===== src/rtl/nn_layer_sequencer_pkg.sv =====
// nn_seq_pkg: shared state encoding and default sizing for the layer sequencer
// Provides state_t, default layer sizes/latency/timeout, and the is_wait helper.
package nn_seq_pkg;
  typedef enum logic [3:0] {
    IDLE, FEED1, WAIT1, FEED2, WAIT2, FEED3, WAIT3, ARGMAX, WAITA, DONE, ERROR
  } state_t;
  localparam int L1_DEF      = 784;
  localparam int L2_DEF      = 128;
  localparam int L3_DEF      = 32;
  localparam int RD_LAT_DEF  = 1;
  localparam int TIMEOUT_DEF = 1024;
  localparam int ADDR_W_DEF  = 32;
  function automatic logic is_wait(state_t s);
    return s inside {WAIT1, WAIT2, WAIT3, WAITA};
  endfunction
endpackage


===== src/rtl/nn_layer_sequencer_if.sv =====
// nn_layer_sequencer_if: control/handshake bundle between sequencer and layer datapath
// master: the sequencer (takes start/abort/done inputs, drives addresses, runs, status)
// slave: the surrounding top level / layers (drives start/abort/done, observes the rest)
interface nn_layer_sequencer_if import nn_seq_pkg::*; #(parameter int ADDR_W = ADDR_W_DEF);
  logic              start, abort, l1_done, l2_done, l3_done, argmax_done;
  logic [ADDR_W-1:0] rd_addr, run_addr;
  logic              l1_run, l2_run, l3_run, argmax_start, busy, done, timeout_err;
  modport master (
    input  start, abort, l1_done, l2_done, l3_done, argmax_done,
    output rd_addr, run_addr, l1_run, l2_run, l3_run, argmax_start, busy, done, timeout_err
  );
  modport slave (
    output start, abort, l1_done, l2_done, l3_done, argmax_done,
    input  rd_addr, run_addr, l1_run, l2_run, l3_run, argmax_start, busy, done, timeout_err
  );
endinterface


===== src/rtl/nn_layer_sequencer_feed_gen.sv =====
// feed_gen: source address counter plus a lat-deep (run, run_addr) delay pipe
// Ports: clk, rst (also used as abort clear), go (FEED active), len (beats),
// lat (0-3 source latency), rd_addr, run, run_addr, last (final run beat).
module feed_gen #(parameter int ADDR_W = 32) (
  input  logic              clk,
  input  logic              rst,
  input  logic              go,
  input  logic [ADDR_W-1:0] len,
  input  logic [1:0]        lat,
  output logic [ADDR_W-1:0] rd_addr,
  output logic [ADDR_W-1:0] run_addr,
  output logic              run,
  output logic              last
);
  logic [ADDR_W-1:0] cnt;
  logic [ADDR_W-1:0] pa [3];
  logic [2:0]        pv;
  logic              rd_v;
  assign rd_v     = go && cnt < len;
  assign rd_addr  = rd_v ? cnt : '0;
  assign run      = go && (lat == 2'd0 ? rd_v : pv[lat - 2'd1]);
  assign run_addr = !run ? '0 : lat == 2'd0 ? rd_addr : pa[lat - 2'd1];
  assign last     = run && run_addr == len - ADDR_W'(1);
  // pipe is flushed whenever no FEED is active so no beat leaks between layers
  always_ff @(posedge clk) begin
    if (rst || !go) begin
      cnt <= '0;
      pv  <= '0;
    end else begin
      cnt <= rd_v ? cnt + ADDR_W'(1) : cnt;
      pv  <= {pv[1:0], rd_v};
    end
    pa <= '{rd_addr, pa[0], pa[1]};
  end
endmodule


===== src/rtl/nn_layer_sequencer.sv =====
// nn_layer_sequencer: sequences three layer feeds, argmax and timeouts for one inference
// Ports: clk, rst (sync, active high), bus (master modport of nn_layer_sequencer_if):
// start/abort/lN_done/argmax_done in; rd_addr, run_addr, lN_run, argmax_start,
// busy, done, timeout_err out.
module nn_layer_sequencer import nn_seq_pkg::*; #(
  parameter int L1_INPUTS = L1_DEF,
  parameter int L2_INPUTS = L2_DEF,
  parameter int L3_INPUTS = L3_DEF,
  parameter int RD_LAT    = RD_LAT_DEF,
  parameter int TIMEOUT   = TIMEOUT_DEF,
  parameter int ADDR_W    = ADDR_W_DEF
) (
  input logic                 clk,
  input logic                 rst,
  nn_layer_sequencer_if.master bus
);
  state_t            state, next;
  logic [31:0]       tcnt;
  logic              go, run, last, timed_out;
  logic [ADDR_W-1:0] len, rd_addr, run_addr;
  logic [1:0]        lat;
  assign go        = state inside {FEED1, FEED2, FEED3};
  assign len       = state == FEED1 ? ADDR_W'(L1_INPUTS) : state == FEED2 ? ADDR_W'(L2_INPUTS) : ADDR_W'(L3_INPUTS);
  assign lat       = state == FEED1 ? 2'(RD_LAT) : 2'd0;
  assign timed_out = tcnt >= 32'(TIMEOUT);
  feed_gen #(.ADDR_W(ADDR_W)) u_feed (
    .clk(clk), .rst(rst || bus.abort), .go(go), .len(len), .lat(lat),
    .rd_addr(rd_addr), .run_addr(run_addr), .run(run), .last(last)
  );
  // wait counter only runs while staying in the same WAIT state, so it is zero on entry
  always_ff @(posedge clk) begin
    if (rst) begin
      state <= IDLE;
      tcnt  <= '0;
    end else begin
      state <= next;
      tcnt  <= is_wait(state) && next == state ? tcnt + 32'd1 : '0;
    end
  end
  // done inputs are only looked at inside their own WAIT state
  always_comb begin
    next = state;
    unique case (state)
      IDLE, ERROR: next = bus.start ? FEED1 : state;
      DONE:        next = bus.start ? FEED1 : IDLE;
      FEED1:       next = last ? WAIT1 : FEED1;
      FEED2:       next = last ? WAIT2 : FEED2;
      FEED3:       next = last ? WAIT3 : FEED3;
      WAIT1:       next = bus.l1_done ? FEED2 : timed_out ? ERROR : WAIT1;
      WAIT2:       next = bus.l2_done ? FEED3 : timed_out ? ERROR : WAIT2;
      WAIT3:       next = bus.l3_done ? ARGMAX : timed_out ? ERROR : WAIT3;
      ARGMAX:      next = WAITA;
      WAITA:       next = bus.argmax_done ? DONE : timed_out ? ERROR : WAITA;
      default:     next = IDLE;
    endcase
    if (bus.abort) next = IDLE;
  end
  assign bus.rd_addr      = rd_addr;
  assign bus.run_addr     = run_addr;
  assign bus.l1_run       = run && state == FEED1;
  assign bus.l2_run       = run && state == FEED2;
  assign bus.l3_run       = run && state == FEED3;
  assign bus.argmax_start = state == ARGMAX;
  assign bus.busy         = !(state inside {IDLE, DONE, ERROR});
  assign bus.done         = state == DONE;
  assign bus.timeout_err  = state == ERROR;
endmodule


===== src/flat_wrapper.sv =====
// flat-port wrapper written by rule: the top's interface ports become plain ports
module nn_layer_sequencer_flat import nn_seq_pkg::*;
#(
  parameter int L1_INPUTS = L1_DEF,
  parameter int L2_INPUTS = L2_DEF,
  parameter int L3_INPUTS = L3_DEF,
  parameter int RD_LAT    = RD_LAT_DEF,
  parameter int TIMEOUT   = TIMEOUT_DEF,
  parameter int ADDR_W    = ADDR_W_DEF
)
  (clk, rst, bus_start, bus_abort, bus_l1_done, bus_l2_done, bus_l3_done, bus_argmax_done, bus_rd_addr, bus_run_addr, bus_l1_run, bus_l2_run, bus_l3_run, bus_argmax_start, bus_busy, bus_done, bus_timeout_err);
  nn_layer_sequencer_if #(.ADDR_W(ADDR_W)) bus_i ();
  input logic clk;
  input logic rst;
  input wire logic [$bits(bus_i.start)-1:0] bus_start;
  input wire logic [$bits(bus_i.abort)-1:0] bus_abort;
  input wire logic [$bits(bus_i.l1_done)-1:0] bus_l1_done;
  input wire logic [$bits(bus_i.l2_done)-1:0] bus_l2_done;
  input wire logic [$bits(bus_i.l3_done)-1:0] bus_l3_done;
  input wire logic [$bits(bus_i.argmax_done)-1:0] bus_argmax_done;
  output wire logic [$bits(bus_i.rd_addr)-1:0] bus_rd_addr;
  output wire logic [$bits(bus_i.run_addr)-1:0] bus_run_addr;
  output wire logic [$bits(bus_i.l1_run)-1:0] bus_l1_run;
  output wire logic [$bits(bus_i.l2_run)-1:0] bus_l2_run;
  output wire logic [$bits(bus_i.l3_run)-1:0] bus_l3_run;
  output wire logic [$bits(bus_i.argmax_start)-1:0] bus_argmax_start;
  output wire logic [$bits(bus_i.busy)-1:0] bus_busy;
  output wire logic [$bits(bus_i.done)-1:0] bus_done;
  output wire logic [$bits(bus_i.timeout_err)-1:0] bus_timeout_err;
  assign bus_i.start = bus_start;
  assign bus_i.abort = bus_abort;
  assign bus_i.l1_done = bus_l1_done;
  assign bus_i.l2_done = bus_l2_done;
  assign bus_i.l3_done = bus_l3_done;
  assign bus_i.argmax_done = bus_argmax_done;
  assign bus_rd_addr = bus_i.rd_addr;
  assign bus_run_addr = bus_i.run_addr;
  assign bus_l1_run = bus_i.l1_run;
  assign bus_l2_run = bus_i.l2_run;
  assign bus_l3_run = bus_i.l3_run;
  assign bus_argmax_start = bus_i.argmax_start;
  assign bus_busy = bus_i.busy;
  assign bus_done = bus_i.done;
  assign bus_timeout_err = bus_i.timeout_err;
  nn_layer_sequencer #(.L1_INPUTS(L1_INPUTS), .L2_INPUTS(L2_INPUTS), .L3_INPUTS(L3_INPUTS), .RD_LAT(RD_LAT), .TIMEOUT(TIMEOUT), .ADDR_W(ADDR_W)) u_core (.clk(clk), .rst(rst), .bus(bus_i));
endmodule

===== config.mk =====
export PLATFORM = sky130hd
export DESIGN_NAME = nn_layer_sequencer_flat
export DESIGN_NICKNAME = d
export VERILOG_FILES = /design/src/rtl/nn_layer_sequencer_pkg.sv /design/src/rtl/nn_layer_sequencer_if.sv /design/src/rtl/nn_layer_sequencer_feed_gen.sv /design/src/rtl/nn_layer_sequencer.sv /design/src/flat_wrapper.sv
export SDC_FILE = /design/constraint.sdc
export NUM_CORES = 1
export LEC_CHECK = 0
export ABC_AREA = 1
export CORE_MARGIN = 5
export CORE_UTILIZATION = 30
export CTS_CLUSTER_DIAMETER = 50
export CTS_CLUSTER_SIZE = 30
export DETAILED_ROUTE_END_ITERATION = 10
export GPL_ROUTABILITY_DRIVEN = 0
export GPL_TIMING_DRIVEN = 0
export MAX_ROUTING_LAYER = met4
export SYNTH_ARGS = -nofsm -noshare
export SYNTH_HDL_FRONTEND = slang
export SYNTH_SLANG_ARGS = --single-unit

===== constraint.sdc =====
create_clock -name clk -period 3 [get_ports clk]
set_input_delay 0.6 -clock clk [delete_from_list [all_inputs] [get_ports clk]]
set_output_delay 0.6 -clock clk [all_outputs]
set_load 0.1 [all_outputs]

[After elaboration in Yosys (flattened, before gate mapping)]
Index checks and enable logic that the tools add are counted.
Cells by class
  shift-type cells: 0
  multipliers: 0
  bitwise logic cells: 2
  div/mod/pow operators: 0
  order comparisons: 4
  equality and inequality tests: 12
  mux-type cells: 27
  reductions and logical operators: 18
  add/subtract/negate cells: 4
Operators with widths (count)
  two-way mux 32 bit: 6
  adder 32 x 1 -> 32 bit (second input constant): 2
  binary-select mux 32 bit (select 2 bit): 1
  one-hot mux 4 bit (10 select lines): 1
  two-way mux 4 bit: 9
  == test 32 bit: 1
  greater-or-equal comparator 32 x 11 -> 1 bit (second input constant): 1
  less-than comparator 32 bit: 1
  subtractor 32 x 1 -> 32 bit (second input constant): 1
  == test 4 x 3 -> 1 bit (second input constant): 4
  == test 4 bit (second input constant): 3
  == test 4 x 2 -> 1 bit (second input constant): 2
  two-way mux 8 bit: 1
  logical AND 1 bit: 7
  two-way mux 2 bit: 3
  nonzero test 3 bit: 2
  == test 4 x 1 -> 1 bit (second input constant): 1
  == test 4 bit: 1
  zero test 4 bit: 1
  two-way mux 1 bit: 4
  nonzero test 4 bit: 1
  OR reduction 2 bit: 2
  greater-or-equal comparator 3 bit (second input constant): 1
  less-than comparator 2 x 3 -> 1 bit (second input constant): 1
  other kinds (8): 10
Word-level totals
  output and inout bits: 71
  latch bits: 0
  memories: 0
  bits in registers: 167
  bits of input ports: 8
  memory bits (read-only): 0
  memory bits (writable): 0
  word-level logic and storage cells: 74

[Logic depth before layout (Yosys ltp)]
Gate-level depths: netlist of the first run.
  depth after elaboration: 18
  mapped depth: 28
  mapped depth without buffers: 26

[Modules after synthesis]
From an unflattened synthesis of the first run, not the netlist that was laid out.
Unflattened totals
  cell total of the unflattened synthesis: 1329
  area, all modules: 8987.4 um2
By module, submodules not included
  feed_gen: instances 1, cells an instance 1131, sequential area each 2622.5 um2, area an instance 7453.4 um2
  nn_layer_sequencer: instances 1, cells an instance 198, sequential area each 720.7 um2, area an instance 1534.0 um2

[Worst setup path after synthesis of the first run]
Ideal clock, no wire load.
  path kind: reg-to-output
  from: register u_core.state[0]
  to: output port bus_run_addr[4]
  cell stages (with the launch flop): 16
  path buffers: 2
  required time: 2.400 ns
  arrival: 4.353 ns
  setup slack: -1.953 ns
  cells stage by stage: dfxtp_1 > inv_2 > nor2_4 > nand2_2 > clkbuf_1 > ha_1 > nor2_1 > nand2_1 > nor3_1 > inv_1 > nor2_8 > nand2_4 > nand2_4 > nand2_4 > buf_6 > a211oi_1
Between the ends
  longest elaborated chain between the ends: 9
  elaborated cells between the ends (all ways): 22
  classes of those cells: 1 x add/sub; 1 x order compare; 3 x eq/ne; 12 x mux; 1 x bitwise; 4 x reduce/logical
RTL lines
  start: declaration: line nn_layer_sequencer.sv:17  | state_t state, next;
  start signal: assignment: line nn_layer_sequencer.sv:36  | state <= next;
  parallel branches: the longest is 8 deep, another holds less-than comparator 32 bit
  two-way mux 32 bit (*): line nn_layer_sequencer_feed_gen.sv:22  | assign run_addr = !run ? '0 : lat == 2'd0 ? rd_addr : pa[lat - 2'd1];
  end: declaration: line flat_wrapper.sv:22  | output wire logic [$bits(bus_i.run_addr)-1:0] bus_run_addr;
Every way passes the cells marked *. The select of a mux whose other input is x is not followed.

[Worst setup path after layout of the first run]
  from: register u_core.state[0]
  to: register u_core.tcnt[5]
Between the ends
  longest elaborated chain between the ends: 18
  elaborated cells between the ends (all ways): 45
  classes of those cells: 2 x add/sub; 1 x order compare; 12 x eq/ne; 18 x mux; 2 x bitwise; 10 x reduce/logical
RTL lines
  parallel branches: the longest is 15 deep, another holds less-than comparator 32 bit
  logical AND 1 bit (*): line nn_layer_sequencer.sv:37  | tcnt <= is_wait(state) && next == state ? tcnt + 32'd1 : '0;
  NOT 1 bit (no source line) (*)
  OR reduction 2 bit (no source line) (*)
  end signal: assignment: line nn_layer_sequencer.sv:37
  end: declaration: line nn_layer_sequencer.sv:18  | logic [31:0] tcnt;
Marks and branches as above.
A chain may end at the register's enable or synchronous reset.

==> flow_summary.ini, run 1 <==
[outcome]
status = complete, but fails checks
failed_checks = setup timing

[sta]
finalCriticalPeriod_ps = 3440
tightestPinTransition_ps = 980
fmax_ghz = 0.290
fin_ws_ps = -443
grt_setup_unrepaired = true
setup-violations-final = 30
clock_skew_ps = 6.46
final_max_slew_viol_count = 0
hold_viol = 0
max-slew-margin-rel_pct = 34.6
min_period_over_period_pct = 115

[die]
core_um2 = 13900
fp.dieW_um = 129
initial_core_util_pct = 30.6
ioPinCount = 79
die_area_um2 = 16700
die_h_um = 129
fp-row-count = 43

[final_layout]
design_area_um2 = 6460
multiInputGateArea_um2 = 2230
register_area_um2 = 2030
finalNetCount = 722
fillCellCount = 1379
drive_gt1_share_pct = 28.9
area_growth_syn_to_layout_pct = 51.9
n_antenna_cell = 0

[cts]
cts_buffers = 9
clock_sinks = 101
clockBufferDepth = 2
tritoncts = done
clkTransAtPathRegs_ps = 70
clock_latency_ps = 340
cts_max_level = 3
root_buffer = clkbuf_16

[logic_synthesis]
synth_seq_cells = 101
syn_area_um2 = 4250
synth_seq_area_share_pct = 47.5
synth_area_per_cell_um2 = 7.78
synth_top_cell_by_area = dfxtp_1
synth_common_cells = dfxtp_1 (101), nor2_1 (100), inv_1 (95)
synth_edf_count = 0
synth.distinct_cells = 38
async_reset_ff_share_pct = 0
yosysMostFrequentCell = dfxtp_1
yosysTopAreaCellShare_pct = 47.5
synth_ff_type = dfxtp_1
yosys_warnings = 0
netlist_top_cells_area = dfxtp_1 (48%), nor2_1 (8.8%), inv_1 (8.4%)
netlist_instances = 547

[detailed_routing]
drtIter0Drc = 197
vias = 3790
drc = 0
ant_nets = 0
via_per_inst = 4.25
dr.pass1.iters = 4
wl_per_cell_um = 11.9
routed_wl_um = 10600

[critical_path]
cp-start-kind = flop
worstSetupPathType = flop to flop
arrival_ps = 3680
cp_data_required_time_ps = 3240
worstSetupEndpointType = flop
crit_fanout = 5

[job]
cap_violations = 0

[grt]
overflow = 0
grt_max_degree = 18
antenna_found_initial = 0
grt_pass1_wl_um = 17400
grt_pass1_vias = 3745
grt_usage_pct = 13.4

[worst_hold_path]
min_path_type = flop to flop

[pwr]
pwr_density_cell_nw_per_um2 = 463
p_total_w = 0.00299
total_leakage_power_nw = 2.97
ir_worst_vdd_uv = 641

[placed_design]
dpl_cell_area_um2 = 5500
hpwl_um = 7490
io_buffers = 56
-- what timing repair did --
action                     in CTS  in global routing
cloned                          1                  1
resized for setup             303                 38
hold buffers                    0                  0
setup endpoints to repair      62                 50
pin swaps                      22                 18
buffers inserted               17                 12
-- path summary, 6_finish.rpt --
path                          from                     to  slack (ps)  depth (start not counted)
min reg2reg  u_core.u_feed.cnt[23]  u_core.u_feed.cnt[23]         430                          2
max reg2reg        u_core.state[0]         u_core.tcnt[5]        -440                         27
max                u_core.state[0]         u_core.tcnt[5]        -440                         27
min          u_core.u_feed.cnt[23]  u_core.u_feed.cnt[23]         430                          2
-- area by class of cell --
type,count,share of cell area [%]
repair buffers,86,15.8
clock buffers,10,3.54
clock inverters,6,1.45
flip-flops and latches,101,31.4
multi-input cells,378,34.4
inverters,99,5.91
plain buffers,32,3.93
well taps,180,3.49
-- cell families (layout without fill, tap and decap cells) --
logic type	Yosys count	after routing	synth area share [%]
XOR/XNOR	11	11	2.26
other	1	65	0.0882
AND/OR/NAND/NOR	267	267	29.8
adder cells (fa/ha/maj)	7	7	2.06
buffers and inverters	132	233	14.0
AO/OA/AOI/OAI	28	28	4.29
flip-flops	101	101	47.5
-- critical path, cell delays in order, from the launching register on --
cell	delay (ps)
dfxtp_4	370
inv_4	40
nor2_4	110
nand2_4	70
clkbuf_16	150
ha_4	140
nor2_1	70
nand2_1	60
nor3_2	210
inv_2	90
nor2_8	180
nand2_4	90
buf_6	140
a21oi_4	190
nand4_1	150
nor2_2	200
nand2_1	90
nor2_2	160
nand2_1	90
nand2_1	60
nand2_1	60
nand2_1	110
nand2_1	60
nand2_1	80
nor2_2	40
nand2_2	120
clkbuf_16	170
nor2_2	30
-- registers in the layout (all words and copies together) (netlist names) --
signal,cells
u_core.u_feed.pv,1
u_core.u_feed.pa,32
u_core.state,4
u_core.tcnt,32
u_core.u_feed.cnt,32
-- cell usage in the layout, fill, tap and decap left out, drive strengths merged, types with 10 or more instances in the layout --
cell and instances:
nand3 43, conb 65, nand4 15, buf 85, nand2 64, o21ai 10
nor2 117, inv 101, clkbuf 19, dlygate4sd2 11, dfxtp 101, a21oi 10
-- power by group --
part	switching [W]	internal, W
Combinational	0.000261	0.000106
Clock	0.000508	0.000740
Sequential	0.00000900	0.00137
-- through the flow --
step / worst slack [ps] / hold WS (ps) / util (%) / instances / setup TNS (ps)
finish: -443 / 425 / 46.5 / 892 / -8130
floorplan: -475 / 408 / - / 611 / -7040
global route: -667 / 450 / 46.5 / 892 / -13900
detailed placement: -1310 / 417 / 39.6 / 847 / -31520
global placement: -1280 / 415 / 39.6 / 847 / -29590
CTS: -370 / 427 / 45.2 / 881 / -7500
-- layer usage --
layer / global-route usage, % / vias up / part of all wire, %
met4: 3.40 / 0 / 2.0
li1: - / 1926 / -
met1: 15.3 / 1719 / 42
met2: 22.5 / 128 / 48
met5: - / - / 0
met3: 4.91 / 17 / 7.5
Power figures use the tool's default switching activity.
==> inputs of run 2 (changes only) <==
--- a/config.mk
+++ b/config.mk
@@ -12,7 +12,6 @@
 export CTS_CLUSTER_SIZE = 30
 export DETAILED_ROUTE_END_ITERATION = 10
 export GPL_ROUTABILITY_DRIVEN = 0
-export GPL_TIMING_DRIVEN = 0
 export MAX_ROUTING_LAYER = met4
 export SYNTH_ARGS = -nofsm -noshare
 export SYNTH_HDL_FRONTEND = slang
==> run 2 against run 1 <==
Critical path type is now flop to primary output. Worst setup slack better by 250 ps. First-iteration DRC count down 45%. Clock-buffer cell count down 1. Critical path depth down 10. The flow still finishes with violations (setup timing). Clock skew down 1.1 ps.
==> flow_summary.ini, run 2 (same netlist as run 1, synthesis figures left out) <==
[cts]
clock_sinks = 101
clkTransAtPathRegs_ps = 70
clockBufferDepth = 2
root_buffer = clkbuf_16
cts_max_level = 3
cts_buffers = 9
clock_latency_ps = 340
cts_hold_buf = 0
tritoncts = done

[grt]
grt_pass1_vias = 3750
grt_max_degree = 26
overflow = 0
grt_usage_pct = 13.6
antenna_found_initial = 0
grt_pass1_wl_um = 17400

[pwr]
total_leakage_power_nw = 2.92
ir_worst_vdd_uv = 221
pwr_density_cell_nw_per_um2 = 422

[critical_path]
cp-startpoint = u_core.state[2]
worstSetupEndpointType = primary output
r2r_slack_ps = -160
crit_fanout = 5
arrival_ps = 2590
cp-start-kind = flop
reg2reg_depth = 28
rr_startpoint = u_core.state[2]
worstSetupPathType = flop to primary output
endpoint = bus_run_addr[2]
cp_data_required_time_ps = 2400
r2r_end = u_core.tcnt[6]

[sta]
grt_setup_unrepaired = true
finalCriticalPeriod_ps = 3190
tightestPinTransition_ps = 714
setup-violations-final = 23
clock_skew_ps = 5.38
fin_ws_ps = -189
fin_setup_tns_ps = -2850
fmax_ghz = 0.314
final_max_slew_viol_count = 0
max-slew-margin-rel_pct = 51.1
hold_viol = 0
min_period_over_period_pct = 106
hold_slack_ps = 426

[final_layout]
layoutNonFillerInstCount = 884
finalNetCount = 714
mostFrequentLayoutCells = dfxtp_1 (97), inv_1 (84), nor2_1 (75), conb_1 (65), buf_12 (47)
fillCellCount = 1303
n_antenna_cell = 0
register_area_um2 = 2030
drive_gt1_share_pct = 32.5
post-route-util_pct = 48.4
largestRegisters = u_core.tcnt (32), u_core.u_feed.cnt (32), u_core.u_feed.pa (32)
final_common_cell = dfxtp_1
multiInputGateArea_um2 = 2280
area_growth_syn_to_layout_pct = 58.0

[placed_design]
io_buffers = 56
hpwl_um = 7930
dp_slack_ps = -161
dp.cells = 856

[detailed_routing]
ant_nets = 0
drtIter0Drc = 109
vias = 3776
wl_per_cell_um = 12.1
dr.pass1.iters = 4
drc = 0
routed_wl_um = 10700
via_per_inst = 4.27

[outcome]
failed_checks = setup timing
status = complete, but fails checks

[die]
die_area_um2 = 16700
fp.dieW_um = 129
ioPinCount = 79
die_h_um = 129
fp-row-count = 43
initial_core_util_pct = 30.6
core_um2 = 13900

[worst_hold_path]
min_path_type = flop to flop

[job]
cap_violations = 0
[run 2: worst min path at each step]
| stage | slack (ps) | start | endpoint | depth (start not counted) |
|---|---|---|---|---|
| after global placement | 410 | u_core.u_feed.cnt[23] | u_core.u_feed.cnt[23] | 2 |
| final | 430 | u_core.u_feed.cnt[23] | u_core.u_feed.cnt[23] | 2 |
| after global routing | 440 | u_core.u_feed.cnt[24] | u_core.u_feed.cnt[24] | 2 |
| after floorplan | 410 | u_core.u_feed.cnt[19] | u_core.u_feed.cnt[19] | 2 |
| after CTS | 430 | u_core.u_feed.cnt[18] | u_core.u_feed.cnt[18] | 2 |
| after detailed placement | 420 | u_core.u_feed.cnt[18] | u_core.u_feed.cnt[18] | 2 |
[run 2: timing repair]
item | 4_1_cts | 5_1_grt
setup buffers | 11 | 3
resized for setup | 40 | 51
cloned | 0 | 1
setup endpoints to repair | 26 | 36
pin swaps | 20 | 37
[run 2: layer usage]
metal	vias up	GRT usage (%)	wire length, um
met5	-	-	0
met4	0	5.31	274
met3	26	5.44	873
met2	104	21.6	5110
met1	1727	15.4	4480
li1	1919	-	-
[run 2: metrics by stage]
stage | power [W] | instance area (um^2)
final | 0.00284 | 6720
after global placement | 0.00171 | 6000
after CTS | 0.00285 | 6510
after floorplan | 0.00168 | 4720
after global routing | 0.00296 | 6720
after detailed placement | 0.00172 | 6000
[run 2: cell type report]
type                            count  share of cell area (%)
Multi-Input combinational cell    378                    34.0
Sequential cell                   101                    30.2
Clock inverter                      7                   0.838
Clock buffer                        9                    3.35
Timing Repair Buffer              110                    22.5
Inverter                           99                    5.79
Tap cell                          180                    3.35
[run 2: report_power, final]
part	internal [W]	total (W)	leakage [nW]	switching, W
Clock	0.000574	0.00110	0.142	0.000526
Combinational	0.0000971	0.000358	1.95	0.000261
Sequential	0.00137	0.00138	0.832	0.00000829
[run 2: critical path, stage by stage (launching register included)]
cell and delay (ps):
dfxtp_2 330, nor2_4 170, buf_6 140, inv_4 30
nor2_2 70, ha_1 220, nand2_1 60, nand2_1 40
nand2_1 60, nand2_2 60, nand2_4 90, buf_12 120
nand2_8 60, buf_6 120, a21oi_4 190, buf_4 140
and2_4 150, buf_12 170
==> inputs of run 3 (changes only) <==
==> constraint.sdc (replaced) <==
create_clock -name clk -period 3.45 [get_ports clk]
set_input_delay 0.69 -clock clk [delete_from_list [all_inputs] [get_ports clk]]
set_output_delay 0.69 -clock clk [all_outputs]
set_load 0.1 [all_outputs]
==> run 3 against run 2 <==
The run now ends clean. Power down 10%. Clock skew increased by 2.7 ps. Non-clock buffer count shrank 41. Global-route usage is 1.5 points lower. Clock power about the same. Die area is the same. Wire length is 11% lower. Worst setup slack improved by 340 ps.
==> flow_summary.ini, run 3 (same netlist as run 1, synthesis figures left out) <==
[outcome]
status = finished, final reports clean

[final_layout]
fillCellCount = 1366
finalNetCount = 674
area_growth_syn_to_layout_pct = 39.3
multiInputGateArea_um2 = 2130
design_area_um2 = 5920
mostFrequentLayoutCells = dfxtp_1 (97), inv_1 (94), nor2_1 (82), conb_1 (65), nand2_1 (53)
register_area_um2 = 2030
largestRegisters = u_core.tcnt (32), u_core.u_feed.cnt (32), u_core.u_feed.pa (32)
n_antenna_cell = 0
drive_gt1_share_pct = 23.5
final_common_cell = dfxtp_1
post-route-util_pct = 42.7

[pwr]
ir_worst_vdd_uv = 207
p_total_w = 0.00255
total_leakage_power_nw = 2.64
pwr_density_cell_nw_per_um2 = 431

[die]
ioPinCount = 79
core_um2 = 13900
fp-row-count = 43
fp.dieW_um = 129
die_area_um2 = 16700
die_h_um = 129
initial_core_util_pct = 30.6

[critical_path]
worstSetupEndpointType = primary output
crit_slowest_cell = dfxtp_4
cp-start-kind = flop
crit_fanout = 12
arrival_ps = 2610
cp_data_required_time_ps = 2760
r2r_end = u_core.tcnt[3]
cp_slowest_stage_delay_ps = 390
r2r_slack_ps = 260
path_cells = inv_6 -> nor2_4 -> nand2_4 -> ha_4 -> a21oi_2 -> nand2_1 -> nand3b_4 -> nor2_8 -> nand2_8 -> nand2_4 -> nand2_8 -> buf_12 -> nor3_4 -> buf_12
rr_startpoint = u_core.state[0]
reg2reg_depth = 23
worstSetupPathType = flop to primary output

[sta]
tightestPinTransition_ps = 754
final_max_slew_viol_count = 0
setup-violations-final = 0
finalCriticalPeriod_ps = 3300
fmax_ghz = 0.303
hold_viol = 0
hold_slack_ps = 428
max-slew-margin-rel_pct = 48.4
grt_setup_unrepaired = true
fin_ws_ps = 151
min_period_over_period_pct = 95.6
clock_skew_ps = 8.08

[detailed_routing]
vias = 3494
wl_per_cell_um = 11.3
drc = 0
drtIter0Drc = 142
ant_nets = 0
dr.pass1.iters = 4
routed_wl_um = 9540
via_per_inst = 4.14

[cts]
clock_sinks = 101
clkTransAtPathRegs_ps = 70
cts_max_level = 3
tritoncts = done
clock_latency_ps = 340
cts_hold_buf = 0
root_buffer = clkbuf_16
cts_buffers = 9
clockBufferDepth = 2

[job]
cap_violations = 0

[grt]
grt_usage_pct = 12.1
grt_pass1_vias = 3361
grt_pass1_wl_um = 15700
overflow = 0
antenna_found_initial = 0
grt_max_degree = 26

[worst_hold_path]
hp-start = u_core.u_feed.cnt[21]
holdPathStages = 2
min_path_type = flop to flop
hold_end = u_core.u_feed.cnt[21]

[placed_design]
hpwl_um = 7220
dp_slack_ps = 99.0
io_buffers = 56
dpl_cell_area_um2 = 5390
## run 3: how the worst max path moves through the flow
stage                               start         endpoint  cells after the start
after global routing      u_core.state[0]   u_core.tcnt[3]                     25
after floorplan           u_core.state[0]  bus_run_addr[4]                     14
after detailed placement  u_core.state[0]   u_core.tcnt[0]                     24
after global placement    u_core.state[0]   u_core.tcnt[0]                     25
after CTS                 u_core.state[0]  bus_run_addr[8]                     14
final                     u_core.state[0]  bus_run_addr[3]                     14
## run 3: layer usage
| metal | track usage, % | share of wire (%) | vias to the layer above |
|---|---|---|---|
| li1 | - | - | 1834 |
| met1 | 15.1 | 46 | 1555 |
| met2 | 17.9 | 45 | 91 |
| met3 | 4.37 | 7.0 | 14 |
| met4 | 4.69 | 1.7 | 0 |
| met5 | - | 0 | - |
## run 3: final cells by class
type,instances,area share [%]
well taps,180,3.80
clock buffers,9,3.80
flip-flops and latches,101,34.3
inverters,99,6.36
repair buffers,69,14.0
multi-input cells,379,36.0
clock inverters,7,1.77
## run 3: through the flow
step	setup TNS, ps	std cells
floorplan	-5.50	611
global placement	0	818
detailed placement	0	818
CTS	0	838
global route	-148	844
finish	0	844
## run 3: worst max-delay path: cells and delay by family, from the launching register on
kind | cells | cell delay, ps
buf+inv | 3 | 410
fa+ha+maj | 1 | 220
simple gates | 9 | 1150
compound gates | 1 | 100
flops | 1 | 390
## run 3: power by group
group          switching (W)  leakage, nW  internal [W]
registers         0.00000812        0.832       0.00119
clock network       0.000447        0.158      0.000645
logic               0.000207         1.65     0.0000540
## run 3: what timing repair did
| item | 4_1_cts | 5_1_grt |
|---|---|---|
| setup buffers | 4 | 5 |
| pin swaps | 4 | 17 |
| cloned | 0 | 1 |
| setup endpoints to repair | 5 | 19 |
| gates resized for setup | 3 | 31 |
